===== config.mk =====
export PLATFORM = sky130hd
export DESIGN_NAME = garage_door_sequencer
export DESIGN_NICKNAME = d
export VERILOG_FILES = /design/src/rtl/garage_door_sequencer.sv
export SDC_FILE = /design/constraint.sdc
export NUM_CORES = 1
export LEC_CHECK = 0
export CAP_MARGIN = 20
export CORE_ASPECT_RATIO = 1.2
export CORE_UTILIZATION = 45
export DETAILED_ROUTE_END_ITERATION = 16
export GPL_TIMING_DRIVEN = 0
export PLACE_DENSITY = 0.69
export SYNTH_ARGS = -nofsm -noshare
export SYNTH_HDL_FRONTEND = slang
export SYNTH_SLANG_ARGS = --single-unit

===== constraint.sdc =====
create_clock -name CLK -period 2.35 [get_ports CLK]
set_input_delay 0.235 -clock CLK [delete_from_list [all_inputs] [get_ports CLK]]
set_output_delay 0.235 -clock CLK [all_outputs]
set_load 0.05 [all_outputs]

===== src/rtl/garage_door_sequencer.sv =====
// Garage door motor sequencer: button edge detect, dead-time interlock, travel timeout, fault latch.
// Optional courtesy-light timer is compiled in when LIGHT_TIMER_EN is defined.
module garage_door_sequencer #(
    parameter int DEAD_TIME      = 4,
    parameter int TRAVEL_TIMEOUT = 1000,
    parameter int LIGHT_TIME     = 200
) (
    input  logic       CLK,
    input  logic       RST,
    input  logic       Btn_Wall,
    input  logic       Btn_Remote,
    input  logic       UP_Max,
    input  logic       DN_Max,
    input  logic       Obstruct,
    output logic       UP_M,
    output logic       DN_M,
    output logic       Fault,
    output logic       Light,
    output logic [2:0] Current
);

    localparam int DW = (DEAD_TIME > 1) ? $clog2(DEAD_TIME) : 1;
    localparam int TW = $clog2(TRAVEL_TIMEOUT);
    localparam logic [DW-1:0] DEAD_LAST   = DW'(DEAD_TIME - 1);
    localparam logic [TW-1:0] TRAVEL_LAST = TW'(TRAVEL_TIMEOUT - 1);

    if (DEAD_TIME < 1 || TRAVEL_TIMEOUT < 2 || LIGHT_TIME < 0) begin : g_bad_params
        $error("garage_door_sequencer: illegal parameter values");
    end

    typedef enum logic [2:0] {
        S_IDLE    = 3'd0,
        S_MOVE_DN = 3'd1,
        S_MOVE_UP = 3'd2,
        S_DEAD    = 3'd3,
        S_FAULT   = 3'd4
    } state_t;

    state_t        state_q, state_d;
    logic          pend_up_q, pend_up_d;
    logic          last_up_q, last_up_d;
    logic [DW-1:0] dead_cnt_q, dead_cnt_d;
    logic [TW-1:0] travel_cnt_q, travel_cnt_d;
    logic          wall_q, remote_q, hist_ok_q;
    logic          act;

    // hist_ok_q masks the first cycle after reset so a button held through reset never counts as a press
    assign act = hist_ok_q & ((Btn_Wall & ~wall_q) | (Btn_Remote & ~remote_q));

    always_ff @(posedge CLK) begin
        if (RST) begin
            state_q      <= S_IDLE;
            pend_up_q    <= 1'b0;
            last_up_q    <= 1'b0;
            dead_cnt_q   <= '0;
            travel_cnt_q <= '0;
            wall_q       <= 1'b0;
            remote_q     <= 1'b0;
            hist_ok_q    <= 1'b0;
        end else begin
            state_q      <= state_d;
            pend_up_q    <= pend_up_d;
            last_up_q    <= last_up_d;
            dead_cnt_q   <= dead_cnt_d;
            travel_cnt_q <= travel_cnt_d;
            wall_q       <= Btn_Wall;
            remote_q     <= Btn_Remote;
            hist_ok_q    <= 1'b1;
        end
    end

    always_comb begin
        state_d      = state_q;
        pend_up_d    = pend_up_q;
        last_up_d    = last_up_q;
        dead_cnt_d   = dead_cnt_q;
        travel_cnt_d = travel_cnt_q;
        if (state_q != S_FAULT && UP_Max && DN_Max) begin
            state_d = S_FAULT;
        end else begin
            case (state_q)
                S_IDLE: begin
                    if (act) begin
                        pend_up_d  = UP_Max ? 1'b0 : (DN_Max ? 1'b1 : ~last_up_q);
                        dead_cnt_d = '0;
                        state_d    = S_DEAD;
                    end
                end
                S_DEAD: begin
                    if (Obstruct && !pend_up_q) begin
                        state_d = S_IDLE;
                    end else if (dead_cnt_q == DEAD_LAST) begin
                        state_d      = pend_up_q ? S_MOVE_UP : S_MOVE_DN;
                        last_up_d    = pend_up_q;
                        travel_cnt_d = '0;
                    end else begin
                        dead_cnt_d = dead_cnt_q + DW'(1);
                    end
                end
                S_MOVE_UP: begin
                    if (UP_Max) begin
                        state_d = S_IDLE;
                    end else if (travel_cnt_q == TRAVEL_LAST) begin
                        state_d = S_FAULT;
                    end else if (act) begin
                        state_d = S_IDLE;
                    end else begin
                        travel_cnt_d = travel_cnt_q + TW'(1);
                    end
                end
                S_MOVE_DN: begin
                    if (DN_Max) begin
                        state_d = S_IDLE;
                    end else if (Obstruct) begin
                        state_d    = S_DEAD;
                        pend_up_d  = 1'b1;
                        dead_cnt_d = '0;
                    end else if (travel_cnt_q == TRAVEL_LAST) begin
                        state_d = S_FAULT;
                    end else if (act) begin
                        state_d = S_IDLE;
                    end else begin
                        travel_cnt_d = travel_cnt_q + TW'(1);
                    end
                end
                S_FAULT: state_d = S_FAULT;
                default: state_d = S_FAULT;
            endcase
        end
    end

    assign Current = state_q;
    assign UP_M    = (state_q == S_MOVE_UP);
    assign DN_M    = (state_q == S_MOVE_DN);
    assign Fault   = (state_q == S_FAULT);

`ifdef LIGHT_TIMER_EN
    localparam int LW = (LIGHT_TIME > 1) ? $clog2(LIGHT_TIME) : 1;
    localparam logic [LW-1:0] LIGHT_LAST = LW'((LIGHT_TIME > 0) ? LIGHT_TIME - 1 : 0);

    logic          light_on_q, light_on_d;
    logic [LW-1:0] light_cnt_q, light_cnt_d;

    // The hold timer only matters while idle; every other state lights the lamp outright
    always_comb begin
        light_on_d  = light_on_q;
        light_cnt_d = light_cnt_q;
        if (state_d == S_IDLE && state_q != S_IDLE) begin
            light_on_d  = (LIGHT_TIME > 0);
            light_cnt_d = '0;
        end else if (state_q == S_IDLE && light_on_q) begin
            if (light_cnt_q == LIGHT_LAST) begin
                light_on_d = 1'b0;
            end else begin
                light_cnt_d = light_cnt_q + LW'(1);
            end
        end
    end

    always_ff @(posedge CLK) begin
        if (RST) begin
            light_on_q  <= 1'b0;
            light_cnt_q <= '0;
        end else begin
            light_on_q  <= light_on_d;
            light_cnt_q <= light_cnt_d;
        end
    end

    assign Light = (state_q != S_IDLE) | light_on_q;
`else
    assign Light = 1'b0;
`endif

endmodule

* Yosys cells after proc, flatten, opt, wreduce, memory -nomap -nowiden
Cells that the tools add are included.
** Storage, ports and cells
- Output and inout bits :: 7
- Bits of input ports :: 7
- Bits in registers :: 20
- Word-level logic and storage cells :: 85
** Cells by class
- Reduce and logical (&&, ||, !) cells :: 15
- Add/sub/neg operators :: 2
- Equal/unequal tests :: 18
- Mux-type cells :: 32
- Bitwise operators :: 9
** Operator list (count)
- two-way mux 10 bit :: 7
- one-hot mux 10 bit (3 select lines) :: 1
- two-way mux 3 bit :: 9
- != test 2 bit (second input constant) :: 8
- AND reduction 7 bit :: 2
- two-way mux 2 bit :: 6
- one-hot mux 3 bit (4 select lines) :: 1
- adder 10 x 1 -> 10 bit (second input constant) :: 1
- equality test 10 bit (second input constant) :: 1
- != test 3 bit (second input constant) :: 3
- equality test 3 x 2 -> 1 bit (second input constant) :: 2
- two-way mux 1 bit :: 6
- one-hot mux 2 bit (3 select lines) :: 1
- nonzero test 3 bit :: 2
- inverter 1 bit :: 5
- AND reduction 5 bit :: 1
- != test 4 bit (second input constant) :: 1
- AND reduction 2 bit :: 2
- AND reduction 4 bit :: 1
- bitwise AND 1 bit :: 3
- equality test 3 x 1 -> 1 bit (second input constant) :: 1
- equality test 3 bit (second input constant) :: 1
- logical AND 1 bit :: 3
- logical NOT 3 bit :: 1
- 7 further kinds :: 7

* Depth between registers and ports, before layout
Gate-level depths: netlist (run 1).
- Depth after elaboration :: 10
- Depth in mapped cells :: 8
- Depth with buffers taken out :: 6

* Worst setup path after synthesis (run 1)
Ideal clock, no wire load.
- Path type :: flip-flop to output port
- From :: reg state_q[0] (netlist: Current[0])
- To :: out DN_M
- Cell stages (with the launch flop) :: 4
- Buffers on the path :: 1
- Data required time :: 2115 ps
- Arrival time :: 2000 ps
- Setup slack :: 115 ps
- Cells stage by stage :: dfxtp_1 buf_6 inv_1 nor3_1
** Between the ends
- Longest elaborated chain between the ends :: 1
** Ends and longest elaborated chain
- start: declaration :: RTL line 39 : state_t state_q, state_d;
- start signal: assignment :: RTL line 61 : state_q <= state_d;
- equality test 3 x 1 -> 1 bit :: RTL line 134 : assign DN_M = (state_q == S_MOVE_DN);
- end: declaration :: RTL line 16 : output logic DN_M,
Every way passes these cells.

* Final worst setup path (run 1)
- From :: reg state_q[1] (netlist: Current[1])
- To :: out UP_M
** Between the ends
- Longest elaborated chain between the ends :: 1
** Ends and longest elaborated chain
- equality test 3 x 2 -> 1 bit :: RTL line 133 : assign UP_M = (state_q == S_MOVE_UP);
- end: declaration :: RTL line 15 : output logic UP_M,
Every way passes these cells.

==> results of run 1 <==
[cell usage after synthesis, drive strengths merged (2+ instances only)]
cell type,instances
nor3,4
nand3,4
nor4,2
nor2b,6
nand2,8
clkbuf,2
nor2,12
ha,2
o21ai,8
a21o,2
buf,7
nand2b,6
or3,2
inv,3
or4b,2
a21oi,16
o211ai,3
nand4,6
nand3b,2
o21a,2
or4,7
dfxtp,20
o31ai,5
[power by group]
part           switching, mW  leakage [nW]  internal [mW]
registers            0.00937         0.163          0.349
clock network          0.113        0.0279          0.172
logic                  0.115         0.364         0.0749
total                  0.238         0.554          0.596
[kinds of logic (layout without fill, tap and decap cells)]
family,count (synthesis),after routing,share of synthesized area
AND/OR/NAND/NOR,67,67,0.323
adder cells (fa/ha/maj),2,2,0.0200
multiplexers,1,1,0.00798
AO/OA/AOI/OAI,45,45,0.255
buffers and inverters,12,28,0.0719
flip-flops,20,20,0.319
other,1,1,0.00299
[routing by layer]
| metal | vias up | share of wire | GRT usage |
|---|---|---|---|
| li1 | 590 | - | - |
| met1 | 546 | 0.43 | 0.234 |
| met5 | - | 0 | 0 |
| met4 | 0 | 0.013 | 0.0857 |
| met3 | 5 | 0.032 | 0.0178 |
| met2 | 30 | 0.53 | 0.385 |
[worst max-delay path, delay by kind of cell (launching register included)]
family / cells / cell delay [ns]
and+or+nand+nor: 2 / 0.25
buffers and inverters: 1 / 0.80
DFF: 1 / 0.49
[how the worst min path moves through the flow]
stage | start | endpoint | slack, ns
after global placement | travel_cnt_q[9]$_SDFFE_PP0P_ | travel_cnt_q[9]$_SDFFE_PP0P_ | 0.47
after CTS | Btn_Remote | remote_q$_SDFF_PP0_ | 0.50
final | Btn_Remote | remote_q$_SDFF_PP0_ | 0.49
after floorplan | RST | remote_q$_SDFF_PP0_ | 0.31
after detailed placement | travel_cnt_q[9]$_SDFFE_PP0P_ | travel_cnt_q[9]$_SDFFE_PP0P_ | 0.48
after global routing | Btn_Wall | wall_q$_SDFF_PP0_ | 0.51
[final cells by class]
cell class,instances,area share
clock inverters,1,0.0204
plain buffers,9,0.0535
multi-input cells,116,0.518
well taps,33,0.0280
inverters,3,0.00765
clock buffers,3,0.0153
flip-flops and latches,20,0.272
repair buffers,12,0.0850
[state kept, by name (all words and copies together) (netlist names)]
signal and cells:
travel_cnt_q 10, Current 3, dead_cnt_q 2, hist_ok_q 1, last_up_q 1, pend_up_q 1
remote_q 1, wall_q 1
[stage by stage]
stage | std cells | power (mW) | instance area, µm² | hold slack, ns
5_1_grt | 197 | 0.866 | 1470 | 0.511
4_1_cts | 197 | 0.836 | 1470 | 0.498
3_3_place_gp | 193 | 0.553 | 1420 | 0.466
2_1_floorplan | 148 | 0.501 | 1250 | 0.307
6_report | 197 | 0.834 | 1470 | 0.494
3_5_place_dp | 193 | 0.556 | 1420 | 0.484
[placed cells by master (no fill, tap or decap), types with 3 or more instances in the layout]
cell,instances
o31ai_1,5
nor2_1,12
a21oi_1,15
clkbuf_4,3
nand2_1,7
nor2b_1,5
buf_6,5
o211ai_1,3
nand2b_1,6
clkdlybuf4s50_1,10
nand3_1,3
dfxtp_1,20
inv_1,3
o21ai_1,3
or4_1,7
nand4_1,6
o21ai_0,5
nor3_1,4
==> reports/metrics.cfg, run 1 <==
[logic_synthesis]
synth_top_cell_by_area = dfxtp_1
synth-edff-count = 0
synthTopCellsByArea = dfxtp_1 (32%), a21oi_1 (6.0%), buf_6 (4.5%)
async_flop_share = 0
netlist_area_um2 = 1250
synth-seq-cells = 20
synth_cell_type_count = 48
synth-seq-area-share = 0.319
syn-num-nets = 157
ys_warn_count = 0
synth_ff_type = dfxtp_1
postSynthAreaPerCell_um2 = 8.47
synth_cells = 148
synth_top_area_share = 0.319

[placement]
gp_congestion = 0.796
pre_cts_ws_ns = 0.0204
post-dp-hpwl_um = 2150
io_buffers = 12

[sta]
fin_ws_ns = 0.267
tightest_slew_ns = 0.513
hold_violations = 0
setup_viol = 0
period_needed_ns = 2.08
relSlewSlack = 0.655
min_period_over_period = 0.887
drv_slew = 0
rsz0062_at_grt = no
fin_skew_ns = 0.00309
fmax_mhz = 480
tns_ns = 0

[final_layout]
antenna_cells = 0
drive_gt1_frac = 0.110
fill_cells = 239
syn_to_final_growth_pct = 17.5
nets = 174
finish.utilization = 0.571
regArea_um2 = 400
multiInputGateArea_um2 = 763

[routing]
drtIter0Drc = 53
detail-route-antenna-nets = 0
remaining_drc_errors = 0
vias_per_cell = 5.94
vias = 1171
post_drt_wl_per_cell_um = 14.6
drtPass1Iterations = 4
wirelength_um = 2870

[setup_path]
cp.arrival_ns = 1.85
critPathLaunchType = register
endpoint = UP_M
cp_cell_sequence = nand2b_1 > nor2_1 > clkdlybuf4s50_1
path_class = reg -> out
cp_max_fo = 6
critPathMaxStageDelay_ns = 0.80
reg2regPathDepth = 7
startpoint = Current[1]$_SDFFE_PP0P_
cp-end-kind = primary output
rr_startpoint = Current[0]$_SDFFE_PP0P_
timing.rr.end = travel_cnt_q[8]$_SDFFE_PP0P_
cpMaxStageDelayCell = clkdlybuf4s50_1
critPathRequiredTime_ns = 2.12
r2r_setup_slack_ns = 0.43

[die]
die_h_um = 59.8
initial_core_util = 0.486
core-area_um2 = 2580
fp-row-count = 20
die-width_um = 50.2
io_pins = 14
die_area_um2 = 3000

[clock_network]
cts_resized = 0
clockBufferDepth = 2
clk_pin_slew_worst_paths_ns = 0.12
numCtsBuffers = 3
ctsHtreeMaxLevel = 1
worstSkewPairLatency_ns = 0.31
root_buffer = clkbuf_4
cts_tree = done
numClockSinks = 20
cts_hold_buf = 0
cts_setup_buffers = 0

[grt]
grt_pass1_wl_um = 4690
antenna_found_initial = 0
grt_max_degree = 13
grt_util_all_layers = 0.205
grt.overflow.total = 0
grt_pass1_vias = 1057

[power]
p_per_area_nw_per_um2 = 566
ir_drop_uv = 309
p_leak_nw = 0.554

[run]
maxCapViolations = 0

[min_path]
holdPathStages = 2
hp-class = in -> reg

[status]
status = finished, final reports clean

Note: power is estimated with default switching activity, not from simulation.
==> run 2, diff against run 1 <==
CAP_MARGIN = default   (was 20)
==> results of run 2 <==
The final DEF is identical to that of run 1; final timing and power are the same.
